===== src/rtl/v_preclr_pulse_gen.sv =====
// v_preclr_pulse_gen: debounced set/clear buttons to exclusive pre/clr pulses plus registered d
module v_preclr_pulse_gen #(
  parameter int DEBOUNCE_CYCLES = 16,
  parameter int CNT_W = 5,
  parameter int PULSE_CYCLES = 1
) (
  input  logic clk,
  input  logic rst,
  input  logic btn_set,
  input  logic btn_clr,
  input  logic d_in,
  output logic pre,
  output logic clr,
  output logic d,
  output logic conflict
);
  typedef enum logic [1:0] {IDLE, PRESS, PULSE, HOLD} st_t;
  typedef struct packed {
    st_t st;
    logic [CNT_W-1:0] cnt;
  } ch_t;
  localparam logic [CNT_W-1:0] DB_MAX = CNT_W'(DEBOUNCE_CYCLES - 1);
  localparam logic [CNT_W-1:0] PL_MAX = CNT_W'(PULSE_CYCLES - 1);
  logic [1:0] sync1, sync2;
  ch_t cs, cc, ns, nc, nc_raw;
  logic cfl;
  function automatic ch_t step(input ch_t c, input logic s);
    ch_t n;
    n = c;
    case (c.st)
      IDLE: begin
        n.st = s ? PRESS : IDLE;
        n.cnt = s ? CNT_W'(1) : '0;
      end
      PRESS: begin
        n.st = !s ? IDLE : (c.cnt == DB_MAX ? PULSE : PRESS);
        n.cnt = (!s || c.cnt == DB_MAX) ? '0 : c.cnt + 1'b1;
      end
      PULSE: begin
        n.st = c.cnt == PL_MAX ? HOLD : PULSE;
        n.cnt = c.cnt == PL_MAX ? '0 : c.cnt + 1'b1;
      end
      default: begin
        n.st = (!s && c.cnt == DB_MAX) ? IDLE : HOLD;
        n.cnt = (s || c.cnt == DB_MAX) ? '0 : c.cnt + 1'b1;
      end
    endcase
    return n;
  endfunction
  // two-flop synchronisers, bit 0 = set button, bit 1 = clear button
  always_ff @(posedge clk) begin
    if (rst) begin
      sync1 <= '0;
      sync2 <= '0;
    end else begin
      sync1 <= {btn_clr, btn_set};
      sync2 <= sync1;
    end
  end
  // next state of both channels; a clr pulse colliding with a set pulse is dropped straight to HOLD
  always_comb begin
    ns = step(cs, sync2[0]);
    nc_raw = step(cc, sync2[1]);
    cfl = nc_raw.st == PULSE && cc.st != PULSE && (cs.st == PULSE || ns.st == PULSE);
    nc = nc_raw;
    nc.st = cfl ? HOLD : nc_raw.st;
    nc.cnt = cfl ? '0 : nc_raw.cnt;
  end
  // channel state registers and registered outputs decoded from the next state
  always_ff @(posedge clk) begin
    if (rst) begin
      cs.st <= IDLE;
      cs.cnt <= '0;
      cc.st <= IDLE;
      cc.cnt <= '0;
      pre <= 1'b0;
      clr <= 1'b0;
      conflict <= 1'b0;
      d <= 1'b0;
    end else begin
      cs <= ns;
      cc <= nc;
      pre <= ns.st == PULSE;
      clr <= nc.st == PULSE && ns.st != PULSE;
      conflict <= cfl;
      d <= d_in;
    end
  end
endmodule


===== config.mk =====
export PLATFORM = sky130hd
export DESIGN_NAME = v_preclr_pulse_gen
export DESIGN_NICKNAME = d
export VERILOG_FILES = /design/src/rtl/v_preclr_pulse_gen.sv
export SDC_FILE = /design/constraint.sdc
export NUM_CORES = 1
export LEC_CHECK = 0
export CORE_UTILIZATION = 58
export CTS_BUF_LIST = sky130_fd_sc_hd__clkbuf_4
export DETAILED_ROUTE_END_ITERATION = 8
export GPL_ROUTABILITY_DRIVEN = 0
export PLACE_DENSITY = 0.77
export REMOVE_ABC_BUFFERS = 1
export SYNTH_ARGS = -nofsm -noshare
export SYNTH_HDL_FRONTEND = slang
export SYNTH_SLANG_ARGS = --single-unit

===== constraint.sdc =====
create_clock -name clk -period 2 [get_ports clk]
set_input_delay 0.4 -clock clk [delete_from_list [all_inputs] [get_ports clk]]
set_output_delay 0.4 -clock clk [all_outputs]
set_load 0.02 [all_outputs]

==> impl_summary.log <==
INFO  metric synthesis.area = 992 sq um
INFO  metric timing.final.crit_period = 1.79 ns
INFO  metric finalPower = 685 uW
INFO  metric cp-start-kind = flip-flop
INFO  metric wire_length_of_the_first_global_routing_pass = 2940 um
INFO  metric clkSlewWorstSetupHoldPaths = 0.11 ns
INFO  metric final_wirelength = 1640 um
INFO  metric yosys-top-cells-area = dfxtp_1, ha_1, nor2b_1
INFO  metric ios = 9
INFO  metric synth_warnings = 0
INFO  metric core-area = 1560 sq um
INFO  metric tritoncts.num_buffers = 3
INFO  metric cts.repair_timing.setup_buffer_count = 0
INFO  metric synth_async_sr_flop_share = 0%
INFO  metric place.port_buffers = 8
INFO  metric max-vdd-ir-drop = 443 uV
INFO  metric ys_seq_area_share = 44.4%
INFO  metric diodes = 0
INFO  metric synth_top_cells_by_count = dfxtp_1, inv_1, nor2_1
INFO  metric critical_path.endpoint_type = flip-flop
INFO  metric detail_route.vias_per_cell = 5.55
INFO  metric avgSynthCellArea = 9.54 sq um
INFO  metric cts_hold_repair.buffers = 0
INFO  metric synth_largest_type_area_fraction = 44.4%
INFO  metric layout_worst_path_cycle_share = 89.4%
INFO  metric stdcell_area = 1120 sq um
INFO  metric num_rows = 14
INFO  metric number_of_instances_in_the_placed_design = 127
INFO  metric p_seq_share = 65.9%
INFO  metric dr.first_iter.drc_count = 13
INFO  metric status = finished clean
INFO  metric die_area = 1880 sq um
INFO  metric grt_antenna_before_repair = 0
INFO  metric dpl-instance-area = 1090 sq um
INFO  metric die_x = 43.4 um
INFO  metric path_class = flip-flop to flip-flop
INFO  metric p_clk_share = 28.9%
INFO  metric finalHoldViolations = 0
INFO  metric clockBufferDepth = 2
INFO  metric p_sw_share = 21.4%
INFO  metric p_int = 538 uW
INFO  metric crit_arrival = 1.98 ns
INFO  metric multiInputGateArea = 503 sq um
INFO  metric detail-route-antenna-nets = 0
INFO  metric final_cell_count_no_fill = 131
INFO  metric timing.max_cap.violations = 0
INFO  metric leakage = 0.389 nW
INFO  metric grt_max_degree = 13
INFO  metric post_drt_wl_per_cell = 12.5 um
INFO  metric grt_ovf = 0
INFO  metric synth_most_common_cell = dfxtp_1
INFO  metric path_max_fanout = 4
INFO  metric total_of_endpoints_with_negative_setup_slack_in_the_final_report = 0
INFO  metric drt_pre_antenna_iters = 4
INFO  metric postSynthRegisterBits = 22
INFO  metric power.share.combinational = 5.2%
INFO  metric timing.max_slew.rel_slack = 71.2%
INFO  metric tritoncts_clock_tree = built
INFO  metric grt_usage = 21.0%
INFO  metric die_h = 43.4 um
INFO  metric clock.fmax = 560 MHz
INFO  metric initial_utilization = 63.6%
INFO  metric drt_drc_violations_left = 0
INFO  metric clk_latency = 0.30 ns
INFO  metric tns = 0 ns
INFO  metric h-tree-depth = 1
INFO  metric dominantRegCellSynth = dfxtp_1
INFO  metric number_of_standard_cells_after_synthesis = 104
INFO  metric final_layout_size_suffix_gt1_share = 9.57%
INFO  metric area_growth_syn_to_layout = 12.7%
INFO  metric postCtsResizedCells = 0
INFO  metric skew = 0.00253 ns
INFO  metric synth_enable_flop_cells = 0
INFO  metric transition_time_at_the_pin_with_the_least_slew_margin = 0.427 ns
INFO  metric rsz_0062_raised_after_global_routing = false
INFO  metric place_hpwl = 1290 um
INFO  metric clock-sinks = 22
INFO  metric required = 2.20 ns
INFO  metric fill_cells = 126
INFO  metric nNetsFinal = 129
INFO  metric area.sequential = 440 sq um
INFO  metric min-delay-path-class = flip-flop to flip-flop
INFO  metric clockRootBuffer = clkbuf_4
INFO  metric utilization = 71.7%
INFO  metric synth_cell_types = 31
INFO  metric synthDominantAreaCellType = dfxtp_1
INFO  metric final_max_slew_viol_count = 0
INFO  metric vias = 727
INFO  metric cellPowerDensity = 613 nW/um^2
INFO  metric power.net_switching = 147 uW
INFO  metric grt_pass1_vias = 748
final timing paths:
check | from | endpoint | slack (ns) | cells after the start
max | cs[0] | cc[3] | 0.21 | 7
min | sync1[1] | sync2[1] | 0.45 | 1
max reg2reg | cs[0] | cc[3] | 0.21 | 7
min reg2reg | sync1[1] | sync2[1] | 0.45 | 1
layout by cell type (no fill, tap or decap), types with 3 or more instances in the layout:
cell type	instances
nor2_1	10
clkdlybuf4s50_1	8
nor2b_1	7
clkbuf_4	3
dfxtp_1	22
ha_1	8
nand2_1	4
nand3_1	5
xnor2_1	4
a21oi_1	3
inv_1	11
power groups by stage:
stage	Clock, mW	Combinational (mW)	Sequential, mW
after detailed placement	0	0.0356	0.461
after floorplan	0	0.0172	0.461
after CTS	0.210	0.0358	0.452
after global routing	0.225	0.0396	0.453
after global placement	0	0.0352	0.461
final	0.198	0.0358	0.451
per-stage QoR:
stage / setup WS [ns] / hold slack (ns)
floorplan: 0.381 / 0.414
CTS: 0.218 / 0.460
global placement: 0.296 / 0.423
global route: 0.0183 / 0.480
detailed placement: 0.237 / 0.432
finish: 0.213 / 0.452
area by class of cell:
class                   instances  area share [%]
flip-flops and latches         22            39.4
clock buffers                   3            2.01
multi-input cells              69            45.0
repair buffers                  9            7.83
well taps                      16            1.79
inverters                      11            3.69
clock inverters                 1           0.336
logic make-up after synthesis:
kind of cell	synth area share [%]
AND/OR/NAND/NOR	23.8
flip-flops	44.4
AO/OA/AOI/OAI	10.5
buffers and inverters	4.92
adder cells (fa/ha/maj)	10.1
XOR/XNOR	5.30
multiplexers	1.01
routing by layer:
layer | up-vias | global-route usage [%] | share of wire, %
met5 | - | 0 | 0
li1 | 373 | - | -
met4 | 0 | 9.38 | 1.8
met2 | 15 | 37.9 | 50
met3 | 2 | 2.50 | 2.7
met1 | 337 | 24.9 | 45
registers in the layout (all words and copies together), names as in the netlist:
register  flops
sync2         2
d             1
pre           1
cc            7
conflict      1
sync1         2
clr           1
cs            7
worst max-delay path, stage by stage, from the launching register on:
cell and delay, ns:
dfxtp_1 0.39, ha_1 0.19, and3_1 0.19, ha_1 0.20, nand3_1 0.12, a2bb2oi_2 0.17, o221ai_1 0.33, nor2_1 0.08
No activity file was read; power rests on OpenSTA's default activity.
==> variant, RTL diff (same flow settings) <==
Change the parameter `CNT_W` from 5 to 10.
--- a/src/rtl/v_preclr_pulse_gen.sv
+++ b/src/rtl/v_preclr_pulse_gen.sv
@@ -2,5 +2,5 @@
 module v_preclr_pulse_gen #(
   parameter int DEBOUNCE_CYCLES = 16,
-  parameter int CNT_W = 5,
+  parameter int CNT_W = 10,
   parameter int PULSE_CYCLES = 1
 ) (
Formal check against the unedited RTL: no difference found for any inputs over 10 cycles, from zero or initial values and one cycle with rst high; that may be too few to reach the edited logic, so the function may still have changed.
==> variant against the original RTL <==
Utilization decreased by 2.9 points. Power increased by 50%. Worst setup slack got worse by 42 ps. Synthesized area increased by 57%. Cell area increased by 54%. Fmax decreased by 2.3%. Sequential cell count increased by 10. Routed wire length increased by 74%. Cell count increased by 65%. Global-route usage increased by 1.2 points. Non-clock buffer count increased by 2. Die area increased by 54%.
==> variant: results (changes against the original RTL) <==
Global routing
The total routing resource utilization after global routing was 22.2% (+1.2 points). The global-route wire length before repair is 4.49 mm (+53%). The largest net degree at the start of global routing came to 15 (+2). The number of antenna violations at the first check in global routing is 0 (unchanged).

The met1 track demand over resource in global routing is 23.8% (-1.1 points). The met3 demand-to-capacity share in global routing is 8.47% (+6.0 points). The number of global-route vias before repair is 1097 (+47%).

Clock tree
The clock buffer count from CTS is 5 (+2). The clock latency of the later-clocked register in the worst-skew pair was 320 ps (+20 ps). The H-tree depth reported by CTS is 2 (+1).

The clock-pin slew reported for the worst setup and hold paths after clock tree synthesis is 90 ps (-20 ps). The number of clock sinks is 32 (+45%).

Detailed routing
The met1 routed wirelength after detailed routing came to 1.31 mm (+76%). The overall routed net length is 2.84 mm (+74%). The sum of met3 wire segment lengths after detailed routing is 94 µm (+110%). The via density per instance came to 5.70 (+2.8%).

The wire length on met2 is 1.42 mm (+74%). The number of DRC markers in iteration 0 is 22 (+9).

Worst setup path
The setup slack of the worst register-to-register path is 170 ps (-40 ps). The source of the critical timing path is cc[1]$_SDFF_PP0_. The critical path data arrival time is 2070 ps (+90 ps). The peak fanout along the critical path came to 7 (+3). The endpoint of the most critical register-to-register path is clr$_SDFF_PP0_. The length in cells of the worst reg-to-reg path is 5 (-2).

Timing
The setup clock skew after layout was 6.40 ps (+3.87 ps). The shortest clock period the worst path allows after layout is 1830 ps (+42.0 ps). The transition at the pin with the smallest max-transition slack is 654 ps (+228 ps).

Finish
The final net count is 195 (+51%). The multi-input gate count was 128 (+86%). The number of inserted filler cells in the final layout is 210 (+67%). The count of plain and timing-repair buffers in the layout came to 11 (+2).

The clock buffer instance count of the final layout is 5 (+2). From synthesis to final layout, the design area changed by 10.2%. The layout cell share with drive strength beyond 1 was 8.06% (-1.5 points). The non-clock buffer area fraction after layout was 5.96% (-1.9 points).

The total area of multi-input combinational cells is 865 µm² (+72%). The largest registers in the layout are cc x12, cs x12. The storage element area is 641 µm² (+45%). The count of placed standard cells in the final layout, fillers left out came to 216 (+65%). The count of inverters other than clock inverters in the layout is 8 (-3).

Pwr
The internal power is 0.000793 W (+47%). The worst ir drop on vdd is 0.000470 V (+6.1%).

Hold path
The path with the worst hold slack has its endpoint at sync2[0]$_SDFF_PP0_. The worst min-delay path startpoint is sync1[0]$_SDFF_PP0_.

Logic synthesis
The share of cell area taken by muxes after synthesis was 1.28% (+0.27 points). The gate count of the mapped netlist is 174 (+67%). By area the synthesized netlist is led by dfxtp_1, xnor2_1, nor3_1.

By count the netlist is led by dfxtp_1, nor3_1, nor2_1, xnor2_1, nand3_1. The adder-cell share of the synthesized area is 3.21% (-6.9 points). The xor and xnor area share after synthesis is 9.54% (+4.2 points). The fraction of the yosys area taken by sequential cells came to 41.0% (-3.4 points).

The unique cell type count in the Yosys netlist was 37 (+19%).

Floorplanning
The floorplan die area is 0.00290 mm² (+54%).

Placement
The total cell area at the placement stage is 0.00168 mm² (+53%). The half-perimeter wire length after detailed placement is 2.07 mm (+61%). The post-place setup slack is 192 ps (-45.0 ps).

Run status
The run finished with clean final reports.
## variant: cell count changes in the layout (fill, tap and decap cells not counted), moves of 4 or more
cell | unedited run | this run
nand2_1 | 4 | 8
nand4_1 | 1 | 6
nor3_1 | 2 | 20
and3_1 | 1 | 5
nand3_1 | 5 | 10
ha_1 | 8 | 4
dfxtp_1 | 22 | 32
xnor2_1 | 4 | 12
## variant: power by group through the flow
| stage | Combinational (W) | Clock (W) | Sequential, W |
|---|---|---|---|
| after floorplan | 0.0000255 | 0 | 0.000666 |
| after global placement | 0.0000514 | 0 | 0.000666 |
| after detailed placement | 0.0000528 | 0 | 0.000666 |
| after CTS | 0.0000532 | 0.000336 | 0.000651 |
| after global routing | 0.0000586 | 0.000357 | 0.000653 |
| final | 0.0000529 | 0.000322 | 0.000651 |
## variant: critical path: cells and delay by family, from the launching register on
family,cells,cell delay [ps]
compound gates,1,230
simple gates,3,950
fa+ha+maj,1,190
flops,1,380
